**src/rtl/pll_rst_pkg.sv**
```systemverilog
// Shared types and constants for the PLL reset sequencer.
package pll_rst_pkg;

    typedef enum logic [1:0] {
        WAIT_LOCK = 2'd0,
        RELEASE   = 2'd1,
        RUN       = 2'd2,
        FAULT     = 2'd3
    } state_t;

    localparam int SYNC_STAGES = 2;
    localparam int AREQ_PULSE  = 8;

endpackage

```
**src/rtl/cdc_sync_bit.sv**
```systemverilog
// N-flop single-bit synchroniser for asynchronous status inputs.
module cdc_sync_bit #(
    parameter int STAGES = 2
) (
    input  logic clk,
    input  logic rst,
    input  logic d,
    output logic q
);

    logic [STAGES-1:0] sync_q;

    always_ff @(posedge clk) begin
        if (rst) begin
            sync_q <= '0;
        end else begin
            sync_q[0] <= d;
            for (int i = 1; i < STAGES; i++) begin
                sync_q[i] <= sync_q[i-1];
            end
        end
    end

    assign q = sync_q[STAGES-1];

endmodule

```
**src/rtl/pll_rst_seq.sv**
```systemverilog
// Qualifies PLL lock and releases staged domain resets in order.
// Optional lock watchdog with pll_areset output: PLL_RST_SEQ_LOCK_TIMEOUT_EN.
module pll_rst_seq
    import pll_rst_pkg::*;
#(
    parameter int NUM_STAGES  = 4,
    parameter int STABLE_CYC  = 1000,
    parameter int STAGE_GAP   = 16,
    parameter int CNT_W       = 8,
    parameter int TIMEOUT_CYC = 50000
) (
    input  logic                  sys_clk,
    input  logic                  sys_rst,
    input  logic                  locked,
    output logic [NUM_STAGES-1:0] rst_out,
    output logic                  all_ready,
    output logic                  lock_lost,
    output logic [CNT_W-1:0]      lost_cnt
`ifdef PLL_RST_SEQ_LOCK_TIMEOUT_EN
    ,
    output logic                  pll_areset
`endif
);

    localparam int STB_W  = $clog2(STABLE_CYC + 1);
    localparam int RUN_AT = (NUM_STAGES + 1) * STAGE_GAP;
    localparam int GAP_W  = $clog2(RUN_AT + 1);

    function automatic logic [CNT_W-1:0] sat_inc(input logic [CNT_W-1:0] v);
        return (&v) ? v : v + CNT_W'(1);
    endfunction

    logic                  locked_s;
    state_t                state, state_n;
    logic [STB_W-1:0]      stb_cnt, stb_cnt_n;
    logic [GAP_W-1:0]      gap_cnt, gap_cnt_n, gap_inc;
    logic [NUM_STAGES-1:0] rst_out_n;
    logic                  all_ready_n, lock_lost_n;
    logic [CNT_W-1:0]      lost_cnt_n;

    cdc_sync_bit #(.STAGES(SYNC_STAGES)) u_lock_sync (
        .clk (sys_clk),
        .rst (sys_rst),
        .d   (locked),
        .q   (locked_s)
    );

    assign gap_inc = gap_cnt + GAP_W'(1);

    always_ff @(posedge sys_clk) begin
        if (sys_rst) begin
            state     <= WAIT_LOCK;
            stb_cnt   <= '0;
            gap_cnt   <= '0;
            rst_out   <= '1;
            all_ready <= 1'b0;
            lock_lost <= 1'b0;
            lost_cnt  <= '0;
        end else begin
            state     <= state_n;
            stb_cnt   <= stb_cnt_n;
            gap_cnt   <= gap_cnt_n;
            rst_out   <= rst_out_n;
            all_ready <= all_ready_n;
            lock_lost <= lock_lost_n;
            lost_cnt  <= lost_cnt_n;
        end
    end

    // Loss of lock wins over a stage release landing on the same edge.
    always_comb begin
        state_n = state;
        case (state)
            WAIT_LOCK: if (locked_s && stb_cnt == STB_W'(STABLE_CYC)) state_n = RELEASE;
            RELEASE: begin
                if (!locked_s)                    state_n = FAULT;
                else if (gap_inc == GAP_W'(RUN_AT)) state_n = RUN;
            end
            RUN:       if (!locked_s) state_n = FAULT;
            FAULT:     state_n = WAIT_LOCK;
            default:   state_n = WAIT_LOCK;
        endcase
    end

    // Next values of the registered outputs and counters.
    always_comb begin
        stb_cnt_n   = '0;
        gap_cnt_n   = '0;
        rst_out_n   = '1;
        all_ready_n = 1'b0;
        lock_lost_n = 1'b0;
        lost_cnt_n  = lost_cnt;
        case (state)
            WAIT_LOCK: begin
                if (locked_s && stb_cnt != STB_W'(STABLE_CYC)) stb_cnt_n = stb_cnt + STB_W'(1);
            end
            RELEASE: begin
                if (!locked_s) begin
                    lock_lost_n = 1'b1;
                    lost_cnt_n  = sat_inc(lost_cnt);
                end else begin
                    gap_cnt_n = gap_inc;
                    for (int k = 0; k < NUM_STAGES; k++) begin
                        rst_out_n[k] = rst_out[k] && (gap_inc != GAP_W'((k + 1) * STAGE_GAP));
                    end
                    if (gap_inc == GAP_W'(RUN_AT)) begin
                        rst_out_n   = '0;
                        all_ready_n = 1'b1;
                    end
                end
            end
            RUN: begin
                if (!locked_s) begin
                    lock_lost_n = 1'b1;
                    lost_cnt_n  = sat_inc(lost_cnt);
                end else begin
                    rst_out_n   = '0;
                    all_ready_n = 1'b1;
                end
            end
            default: ;
        endcase
    end

`ifdef PLL_RST_SEQ_LOCK_TIMEOUT_EN
    localparam int WD_TOP = TIMEOUT_CYC + AREQ_PULSE;
    localparam int WD_W   = $clog2(WD_TOP);

    logic [WD_W-1:0] wd_cnt, wd_cnt_n;
    logic            pll_areset_n;

    // Watchdog wraps after the request pulse, so it re-fires while lock stays absent.
    always_comb begin
        wd_cnt_n     = '0;
        pll_areset_n = 1'b0;
        if (state == WAIT_LOCK && state_n == WAIT_LOCK) begin
            wd_cnt_n     = (wd_cnt == WD_W'(WD_TOP - 1)) ? '0 : wd_cnt + WD_W'(1);
            pll_areset_n = (wd_cnt_n >= WD_W'(TIMEOUT_CYC));
        end
    end

    always_ff @(posedge sys_clk) begin
        if (sys_rst) begin
            wd_cnt     <= '0;
            pll_areset <= 1'b0;
        end else begin
            wd_cnt     <= wd_cnt_n;
            pll_areset <= pll_areset_n;
        end
    end
`endif

endmodule

```
**config.mk**
```make
export PLATFORM = sky130hd
export DESIGN_NAME = pll_rst_seq
export DESIGN_NICKNAME = d
export VERILOG_FILES = /design/src/rtl/pll_rst_pkg.sv /design/src/rtl/cdc_sync_bit.sv /design/src/rtl/pll_rst_seq.sv
export SDC_FILE = /design/constraint.sdc
export NUM_CORES = 1
export LEC_CHECK = 0
export BUFFER_PORTS_ARGS = -buffer_cell sky130_fd_sc_hd__buf_2
export CAP_MARGIN = 20
export CORE_UTILIZATION = 60
export CTS_BUF_LIST = sky130_fd_sc_hd__clkbuf_2
export DETAILED_ROUTE_END_ITERATION = 7
export GPL_ROUTABILITY_DRIVEN = 0
export PLACE_DENSITY = 0.9
export SYNTH_ARGS = -nofsm -noshare
export SYNTH_HDL_FRONTEND = slang
export SYNTH_SLANG_ARGS = --single-unit
```
**constraint.sdc**
```tcl
create_clock -name sys_clk -period 3.7 [get_ports sys_clk]
set_input_delay 0.925 -clock sys_clk [delete_from_list [all_inputs] [get_ports sys_clk]]
set_output_delay 0.925 -clock sys_clk [all_outputs]
set_load 0.02 [all_outputs]
```
# --- Word level (Yosys, flattened, before mapping) ---
# Index checks and enable logic that the tools add are counted.
classes:
  n_addsub: 3
  eq_ne: 13
  n_mux: 14
  bitwise: 6
  reduce_logical: 14
op_table:
  columns: ["op", "n"]
  rows:
  - ["$ne A7 B6 Y1 const B", 2]
  - ["$mux W4", 3]
  - ["$add A10 B1 Y10 const B", 1]
  - ["$eq A10 B10 Y1 const B", 1]
  - ["$ne A10 B10 Y1 const B", 1]
  - ["$add A8 B1 Y8 const B", 1]
  - ["$mux W2", 4]
  - ["$pmux W2 S4", 1]
  - ["$pmux W4 S2", 1]
  - ["$reduce_and A8 Y1", 1]
  - ["$add A7 B1 Y7 const B", 1]
  - ["$eq A7 B7 Y1 const B", 1]
  - ["$ne A7 B5 Y1 const B", 1]
  - ["$ne A7 B7 Y1 const B", 1]
  - ["$logic_and A1 B1 Y1", 6]
  - ["$not A1 Y1", 6]
  - ["$reduce_and A3 Y1", 2]
  - ["$reduce_or A3 Y1", 2]
  - ["$eq A2 B2 Y1 const B", 2]
  - ["$mux W1", 4]
  - ["$ne A2 B2 Y1 const B", 2]
  - ["$reduce_or A2 Y1", 2]
  - ["$ne A3 B3 Y1 const B", 1]
  - ["$eq A2 B1 Y1 const B", 1]
  - ["other kinds (2)", 2]
word_totals:
  reg_bits: 35
  output_inout_bits: 14

# --- Depth between registers and ports, before layout ---
# Gate-level depths: netlist of run 1.
logic_depth:
  word_depth: 6
  ltp_mapped: 7

# --- By module ---
# Synthesis of run 1 repeated with hierarchy kept, for this count alone.
hier_totals:
  cells_unflattened: 194
  area_unflattened_um2: 1715.4
modules_own_cells:
  columns: ["module", "n_inst", "cells_per_inst", "area_each_um2", "seq_area_each_um2"]
  rows:
  - ["pll_rst_seq", 1, 190, 1662.8, 660.6]
  - ["cdc_sync_bit", 1, 4, 52.6, 40.0]

# --- Worst setup path before layout of run 1 ---
# No wires, ideal clock.
synth_timing:
  path_type: "input to register"
  start: "input port sys_rst"
  end: "register rst_out[1]"
  setup_time_ps: 123
  arrival_ps: 1487
  required_time_ps: 3577
  path_slack_ps: 2090
  stages: 4
  n_path_buf: 0
  path_cell_list: "nor2b_1 > o21ai_0 > nor3_1 > a21oi_1"
synth_rtl:
  columns: ["item", "line_no", "text"]
  rows:
  - ["start, declared", "pll_rst_seq.sv:13", "input logic sys_rst,"]
  - ["end signal, assigned", "pll_rst_seq.sv:63", "rst_out <= rst_out_n;"]
  - ["end, declared", "pll_rst_seq.sv:15", "output logic [NUM_STAGES-1:0] rst_out,"]

# --- Final worst setup path of run 1 ---
layout_timing:
  start: "register lost_cnt[4]"
  end: "output port lost_cnt[4]"
layout_rtl:
  columns: ["item", "line_no", "text"]
  rows:
  - ["start, declared", "pll_rst_seq.sv:18", "output logic [CNT_W-1:0] lost_cnt"]
  - ["start signal, assigned", "pll_rst_seq.sv:66", "lost_cnt <= lost_cnt_n;"]
# No word-level cell between the ends.

==> reports/metrics.csv, run 1 <==
stage,metric,value,unit
worst_setup_path,worstSetupEndpoint,lost_cnt[4],
clock_network,clock_insertion_delay_worst_skew,0.38,ns
place,hpwl,2200,µm
worst_setup_path,end_kind,output port,
clock_network,postCtsHoldBufs,0,
drt,total_wire_length,3120,µm
global_routing,grt_overflow,0,
timing,worst_slew_margin,0.696,
worst_setup_path,critical-path-slowest-cell,sky130_fd_sc_hd__dfxtp_1,
run_status,outcome,completed,
worst_setup_path,arrival,1.04,ns
yosys,ys_seq_area_frac,0.406,
global_routing,antenna_found_initial,0,
yosys,post_synth_num_cell_types,39,
worst_setup_path,cp_cell_instances,buf_2,
yosys,syn-num-nets,211,
timing,setup_violations,0,
worst_setup_path,worst-r2r-cell-count,6,
yosys,async_reset_ff_frac,0,
worst_setup_path,path_delay_family,flip-flops,
yosys,postSynthCellCount,200,
clock_network,cts-htree-levels,2,
clock_network,cts_tree,yes,
timing,achievable-frequency,509,MHz
timing,worst_pin_slew,0.451,ns
floorplan,die_width,55.6,µm
power,pwr-share-seq,0.592,
worst_setup_path,timing.critical_path.required,2.77,ns
timing,unrepaired_setup_endpoints_after_global_routing,no,
power,power_frac_clock,0.245,
cells_and_area,cell_area_after_layout,1830,µm²
timing,setup-tns-final,0,ns
timing,timing.final.crit_period,1.97,ns
worst_setup_path,worstPathBufferInverterCount,1,
global_routing,groute.usage.overall,0.218,
worst_setup_path,cp_max_fo,5,
worst_setup_path,worst_setup_path_startpoint,lost_cnt[4]$_SDFFE_PP0P_,
drt,detail_route.vias_per_cell,5.65,
yosys,synth.most_common_cell,sky130_fd_sc_hd__dfxtp_1,
drt,antenna_left,0,
drt,drt-pass1-iter-count,4,
clock_network,cts.clk_slew.worst_paths,0.16,ns
worst_setup_path,cp-start-kind,register,
yosys,ffs_latches_synth,35,
floorplan,placeableCoreArea,2730,µm²
place,port_buffers,16,
floorplan,ioPinCount,17,
power,switching_part_of_the_total,0.295,
power,p_int,0.484,mW
cells_and_area,antenna_cells_inserted,0,
yosys,yosysTopAreaCell,sky130_fd_sc_hd__dfxtp_1,
timing,number_of_max_slew_violations_in_the_final_report,0,
clock_network,cts_buffer_depth,2,
worst_setup_path,r2r_end,state[0]$_SDFFE_PP0P_,
timing,final_min_period_over_clock_period,0.531,
yosys,syn_avg_cell_area,8.62,µm²
worst_setup_path,timing.rr.start,gap_cnt[0]$_SDFF_PP0_,
global_routing,first_pass_grt_wire_length,5270,µm
yosys,mappedNetlistArea,1720,µm²
clock_network,post_cts_resize_count,0,
yosys,synthTopCellsByArea,"sky130_fd_sc_hd__dfxtp_1, sky130_fd_sc_hd__nor2_1, sky130_fd_sc_hd__xor2_1, sky130_fd_sc_hd__ha_1, sky130_fd_sc_hd__xnor2_1",
yosys,synth.yosys.warnings,0,
power,ir_drop,0.274,mV
hold_path,hold_class,reg2reg,
floorplan,start_util,0.631,
floorplan,placementRows,19,
worst_setup_path,regToRegSetupSlack,1.76,ns
clock_network,clock-root-buffer,sky130_fd_sc_hd__clkbuf_2,
timing,finClkSkew,0.0202,ns
worst_setup_path,critical-path-max-stage-delay,0.46,ns
drt,num_vias,1395,
timing,final_hold_violation_count,0,
yosys,postSynth.topFlopCell,sky130_fd_sc_hd__dfxtp_1,
power,leakage,0.700,nW
drt,drt-initial-drc-count,43,
run,max_cap_violations,0,
clock_network,post_cts_buffers,0,
cells_and_area,nFillCells,240,
clock_network,cts_buffers,5,
global_routing,number_of_global_route_vias_before_repair,1225,
drt,detail_route.drc_violations,0,
place,dpl-instance-area,1790,µm²
cells_and_area,layout-drive-gt1-share,0.120,
floorplan,die-height,55.6,µm
worst_setup_path,crit_type,reg2out,
power,power_per_cell_area,374,nW/µm²
clock_network,cts_sink_cnt,35,
cells_and_area,layout-area-overhead-vs-synth,6.24,%
worst_setup_path,cp_num_cells,1,
yosys,synth_largest_type_area_fraction,0.406,
power,p_sw,0.202,mW
global_routing,pin_count_of_the_biggest_net_entering_global_routing,17,
yosys,synth_enable_flop_cells,0,
cells_and_area,finalNetCount,226,
yosys,synthTopCellsByCount,"sky130_fd_sc_hd__dfxtp_1, sky130_fd_sc_hd__nor2_1, sky130_fd_sc_hd__nand2_1, sky130_fd_sc_hd__a21oi_1, sky130_fd_sc_hd__xor2_1",
floorplan,design.die.area,3090,µm²
timing,holdWs,0.492,ns
power,proportion_of_power_drawn_by_combinational_gates,0.163,
drt,wl_per_cell,12.6,µm
[registers in the layout (all words and copies together) (netlist names)]
signal              flops
lock_lost               1
lost_cnt                8
gap_cnt                 7
rst_out                 4
state                   2
u_lock_sync.sync_q      2
all_ready               1
stb_cnt                10
[layout by cell type, fill, tap and decap left out, types with 7 or more instances in the layout]
cell,count
sky130_fd_sc_hd__xnor2_1,8
sky130_fd_sc_hd__a21oi_1,13
sky130_fd_sc_hd__nand3_1,11
sky130_fd_sc_hd__nor2_1,32
sky130_fd_sc_hd__dfxtp_1,35
sky130_fd_sc_hd__buf_2,16
sky130_fd_sc_hd__xor2_1,12
sky130_fd_sc_hd__and3_1,7
sky130_fd_sc_hd__nand2_1,14
sky130_fd_sc_hd__inv_1,8
sky130_fd_sc_hd__ha_1,8
[per-layer routing]
| layer | wire, µm | track usage | up-vias |
|---|---|---|---|
| met5 | 0 | 0 | - |
| met4 | 60 | 0.0857 | 0 |
| met3 | 142 | 0.0767 | 8 |
| met2 | 1440 | 0.355 | 30 |
| met1 | 1480 | 0.264 | 646 |
| li1 | - | - | 711 |
[worst min-delay path by stage]
stage                                           startpoint                               end  slack, ns  depth (start not counted)
after global placement    u_lock_sync.sync_q[0]$_SDFF_PP0_  u_lock_sync.sync_q[1]$_SDFF_PP0_       0.42                          1
after CTS                 u_lock_sync.sync_q[0]$_SDFF_PP0_  u_lock_sync.sync_q[1]$_SDFF_PP0_       0.49                          1
after floorplan           u_lock_sync.sync_q[0]$_SDFF_PP0_  u_lock_sync.sync_q[1]$_SDFF_PP0_       0.41                          1
after global routing      u_lock_sync.sync_q[0]$_SDFF_PP0_  u_lock_sync.sync_q[1]$_SDFF_PP0_       0.49                          1
final                     u_lock_sync.sync_q[0]$_SDFF_PP0_  u_lock_sync.sync_q[1]$_SDFF_PP0_       0.49                          1
after detailed placement  u_lock_sync.sync_q[0]$_SDFF_PP0_  u_lock_sync.sync_q[1]$_SDFF_PP0_       0.45                          1
[power by group through the flow]
stage          Sequential [mW]  Clock (mW)  Combinational [mW]
4_1_cts                  0.406       0.172               0.113
5_1_grt                  0.408       0.191               0.123
3_5_place_dp             0.414           0               0.112
6_report                 0.406       0.168               0.112
2_1_floorplan            0.426           0              0.0703
3_3_place_gp             0.414           0               0.108
[final cells by class]
class,instances,area (µm²),area share
multi-input combinational,149,945,0.516
sequential,35,701,0.383
timing repair buffer,16,80.1,0.0437
tap,31,38.8,0.0212
clock buffer,6,30.0,0.0164
inverter,8,30.0,0.0164
clock inverter,2,7.51,0.00410
[worst reg2reg max path, delay by kind of cell (launching register included)]
family | cells | cell delay (ns)
xor gates and xnor gates | 1 | 0.18
adders and majority gates | 1 | 0.42
AOI/OAI and AO/OA | 2 | 0.37
and+or+nand+nor | 1 | 0.15
DFF | 1 | 0.44
muxes | 1 | 0.31
[logic make-up (layout without fill, tap and decap cells)]
kind of cell               Yosys count  after routing  share of synthesized area
and+or+nand+nor                     86             86                      0.250
buffers and inverters               16             32                     0.0457
AOI/OAI and AO/OA                   32             32                      0.120
adders and majority gates            8              8                     0.0581
muxes                                3              3                     0.0189
DFF                                 35             35                      0.406
xor gates and xnor gates            20             20                      0.102
[per-stage QoR]
stage / power (mW) / worst slack [ns] / util / instances
final: 0.686 / 1.73 / 0.670 / 247
after global routing: 0.723 / 1.60 / 0.670 / 247
after CTS: 0.691 / 1.73 / 0.670 / 247
after detailed placement: 0.526 / 1.68 / 0.656 / 239
after global placement: 0.521 / 1.76 / 0.656 / 239
after floorplan: 0.497 / 2.09 / - / 200
(Power assumes the default switching activity.)
==> inputs of run 2 (changes only) <==
--- a/config.mk
+++ b/config.mk
@@ -5,6 +5,7 @@
 export SDC_FILE = /design/constraint.sdc
 export NUM_CORES = 1
 export LEC_CHECK = 0
+export ABC_AREA = 1
 export BUFFER_PORTS_ARGS = -buffer_cell sky130_fd_sc_hd__buf_2
 export CAP_MARGIN = 20
 export CORE_UTILIZATION = 60
==> constraint.sdc (replaced) <==
create_clock -name sys_clk -period 2 [get_ports sys_clk]
set_input_delay 0.5 -clock sys_clk [delete_from_list [all_inputs] [get_ports sys_clk]]
set_output_delay 0.5 -clock sys_clk [all_outputs]
set_load 0.02 [all_outputs]
==> run 2 against run 1 <==
Critical path depth increased by 4. Power grew 68%. Area after synthesis is 4.3% lower. Cell area decreased by 0.27%. Non-clock buffer count increased by 1. Utilization up 4.8 points. Combinational power shrank 85%. Die area down 4.1%. Synthesized cell count rose by 9.5%. Setup slack lost 1.4 ns. First-iteration DRC count is 42% lower.
==> reports/metrics.csv, run 2 <==
stage,metric,value,unit
run_status,outcome,completed,
timing,finClkSkew,0.0109,ns
floorplan,die-height,54.4,µm
floorplan,start_util,0.648,
timing,number_of_max_slew_violations_in_the_final_report,0,
cells_and_area,mostFrequentLayoutCell,sky130_fd_sc_hd__nand2_1,
clock_network,postCtsHoldBufs,0,
global_routing,pin_count_of_the_biggest_net_entering_global_routing,11,
power,power_per_cell_area,630,nW/µm²
yosys,synthTopCellsByArea,"sky130_fd_sc_hd__dfxtp_1, sky130_fd_sc_hd__nand2_1, sky130_fd_sc_hd__nor2_1, sky130_fd_sc_hd__inv_1, sky130_fd_sc_hd__ha_1",
power,p_sw,0.233,mW
yosys,ffs_latches_synth,35,
yosys,syn_avg_cell_area,7.54,µm²
clock_network,post_cts_buffers,0,
timing,worst_pin_slew,0.512,ns
cells_and_area,finalNetCount,252,
drt,detail_route.drc_violations,0,
worst_setup_path,timing.critical_path.required,2.25,ns
yosys,yosysTopAreaCell,sky130_fd_sc_hd__dfxtp_1,
drt,drt-pass1-iter-count,5,
cells_and_area,final_cell_count_no_fill,271,
power,power_frac_clock,0.375,
timing,final_min_period_over_clock_period,0.839,
yosys,synth.yosys.warnings,0,
yosys,synth_largest_type_area_fraction,0.425,
global_routing,groute.layer.met1.usage,0.255,
power,switching_part_of_the_total,0.203,
global_routing,number_of_global_route_vias_before_repair,1224,
worst_setup_path,regToRegSetupSlack,0.32,ns
place,port_buffers,16,
global_routing,groute.usage.overall,0.232,
cells_and_area,layout-area-overhead-vs-synth,10.7,%
clock_network,cts_sink_cnt,35,
yosys,mappedNetlistArea,1650,µm²
floorplan,design.die.area,2960,µm²
clock_network,cts-htree-levels,2,
cells_and_area,nFillCells,211,
drt,total_wire_length,2960,µm
clock_network,post_cts_resize_count,0,
drt,num_vias,1394,
global_routing,global_route.peak_usage_layer,met2,
timing,achievable-frequency,596,MHz
cells_and_area,commonest_cells_after_routing_fill_and_taps_aside,"sky130_fd_sc_hd__nand2_1, sky130_fd_sc_hd__dfxtp_1, sky130_fd_sc_hd__nor2_1",
place,dpl-instance-area,1770,µm²
timing,worst_slew_margin,0.657,
global_routing,first_pass_grt_wire_length,4850,µm
cells_and_area,cell_area_after_layout,1830,µm²
cells_and_area,final_core_utilization,0.718,
clock_network,clock_insertion_delay_worst_skew,0.37,ns
power,leakage,0.723,nW
global_routing,antenna_found_initial,0,
floorplan,die_width,54.4,µm
cells_and_area,layout-drive-gt1-share,0.170,
yosys,ys_seq_area_frac,0.425,
run,max_cap_violations,0,
yosys,postSynthCellCount,219,
yosys,syn-num-nets,230,
global_routing,gr-usage-met2,0.411,
worst_setup_path,cp_max_fo,5,
global_routing,use_met3,0.0750,
floorplan,ioPinCount,17,
floorplan,placementRows,18,
yosys,postSynth.topFlopCell,sky130_fd_sc_hd__dfxtp_1,
clock_network,cts_tree,yes,
power,pwr-share-seq,0.611,
place,hpwl,2250,µm
cells_and_area,largest_regs,"stb_cnt: 10 flops, lost_cnt: 8 flops, gap_cnt: 7 flops",
cells_and_area,largest_register_ffs,10,
clock_network,cts_buffers,5,
worst_setup_path,end_kind,register,
cells_and_area,multi_input_comb_area,817,µm²
cells_and_area,seq_area,701,µm²
worst_setup_path,arrival,1.93,ns
hold_path,hold_class,in2reg,
power,proportion_of_power_drawn_by_combinational_gates,0.014,
yosys,synth_enable_flop_cells,0,
timing,holdWs,0.320,ns
timing,final_hold_violation_count,0,
clock_network,cts.clk_slew.worst_paths,0.16,ns
timing,setup_violations,0,
timing,setup-tns-final,0,ns
place,placed_cells_incl_taps,264,
drt,detail_route.vias_per_cell,5.14,
cells_and_area,antenna_cells_inserted,0,
worst_setup_path,cp-start-kind,register,
drt,wl_per_cell,10.9,µm
power,p_int,0.917,mW
yosys,post_synth_num_cell_types,30,
power,ir_drop,0.561,mV
worst_setup_path,crit_type,reg2reg,
floorplan,placeableCoreArea,2540,µm²
yosys,synthTopCellsByCount,"sky130_fd_sc_hd__nand2_1, sky130_fd_sc_hd__dfxtp_1, sky130_fd_sc_hd__nor2_1, sky130_fd_sc_hd__inv_1, sky130_fd_sc_hd__a21oi_1",
timing,unrepaired_setup_endpoints_after_global_routing,no,
drt,antenna_left,0,
timing,timing.final.crit_period,1.68,ns
yosys,synth.most_common_cell,sky130_fd_sc_hd__nand2_1,
yosys,async_reset_ff_frac,0,
drt,drt-initial-drc-count,25,
global_routing,grt_overflow,0,
clock_network,clock-root-buffer,sky130_fd_sc_hd__clkbuf_2,
clock_network,cts_buffer_depth,2,
cells_and_area,reg_with_most_ffs,stb_cnt,
run 2: final timing paths:
kind                                                        from                                to  depth (start not counted)
worst min register to register  u_lock_sync.sync_q[0]$_SDFF_PP0_  u_lock_sync.sync_q[1]$_SDFF_PP0_                          2
worst max-delay path                       state[0]$_SDFFE_PP0P_             rst_out[2]$_SDFF_PP1_                          5
worst max register to register             state[0]$_SDFFE_PP0P_             rst_out[2]$_SDFF_PP1_                          5
worst min-delay path                                     sys_rst          lost_cnt[7]$_SDFFE_PP0P_                          2
run 2: final cells by class:
class / instances / area share
flip-flops and latches: 35 / 0.384
inverters: 33 / 0.0678
repair buffers: 17 / 0.0479
multi-input cells: 149 / 0.447
clock inverters: 1 / 0.0164
well taps: 30 / 0.0205
clock buffers: 6 / 0.0164
run 2: cells by family after synthesis:
kind of cell,Yosys count,share of synthesized area
AND/OR/NAND/NOR,112,0.320
XOR/XNOR,4,0.0212
flip-flops,35,0.425
AO/OA/AOI/OAI,25,0.0933
adder cells (fa/ha/maj),8,0.0607
buffers and inverters,35,0.0804
run 2: metal layers:
metal	vias up	share of wire	wire (µm)
met5	-	0	0
met4	0	0.014	42
met3	5	0.041	121
met2	28	0.49	1450
met1	619	0.46	1350
li1	742	-	-
run 2: power by group through the flow:
stage	Clock [mW]	Combinational (mW)	Sequential [mW]
6_report	0.431	0.0163	0.703
5_1_grt	0.467	0.0186	0.704
4_1_cts	0.439	0.0166	0.703
3_5_place_dp	0	0.0165	0.717
3_3_place_gp	0	0.0161	0.717
2_1_floorplan	0	0.0118	0.716
run 2: worst max-delay path: stages, from the launching register on:
cell                       delay, ns
sky130_fd_sc_hd__dfxtp_1        0.44
sky130_fd_sc_hd__inv_1          0.11
sky130_fd_sc_hd__ha_1           0.34
sky130_fd_sc_hd__nand2_1        0.10
sky130_fd_sc_hd__a211oi_1       0.47
sky130_fd_sc_hd__nand2_1        0.11
run 2: stage by stage:
stage	total power, mW	worst slack [ns]
2_1_floorplan	0.728	0.531
3_5_place_dp	0.734	0.331
6_report	1.15	0.322
5_1_grt	1.19	0.104
3_3_place_gp	0.733	0.391
4_1_cts	1.16	0.317
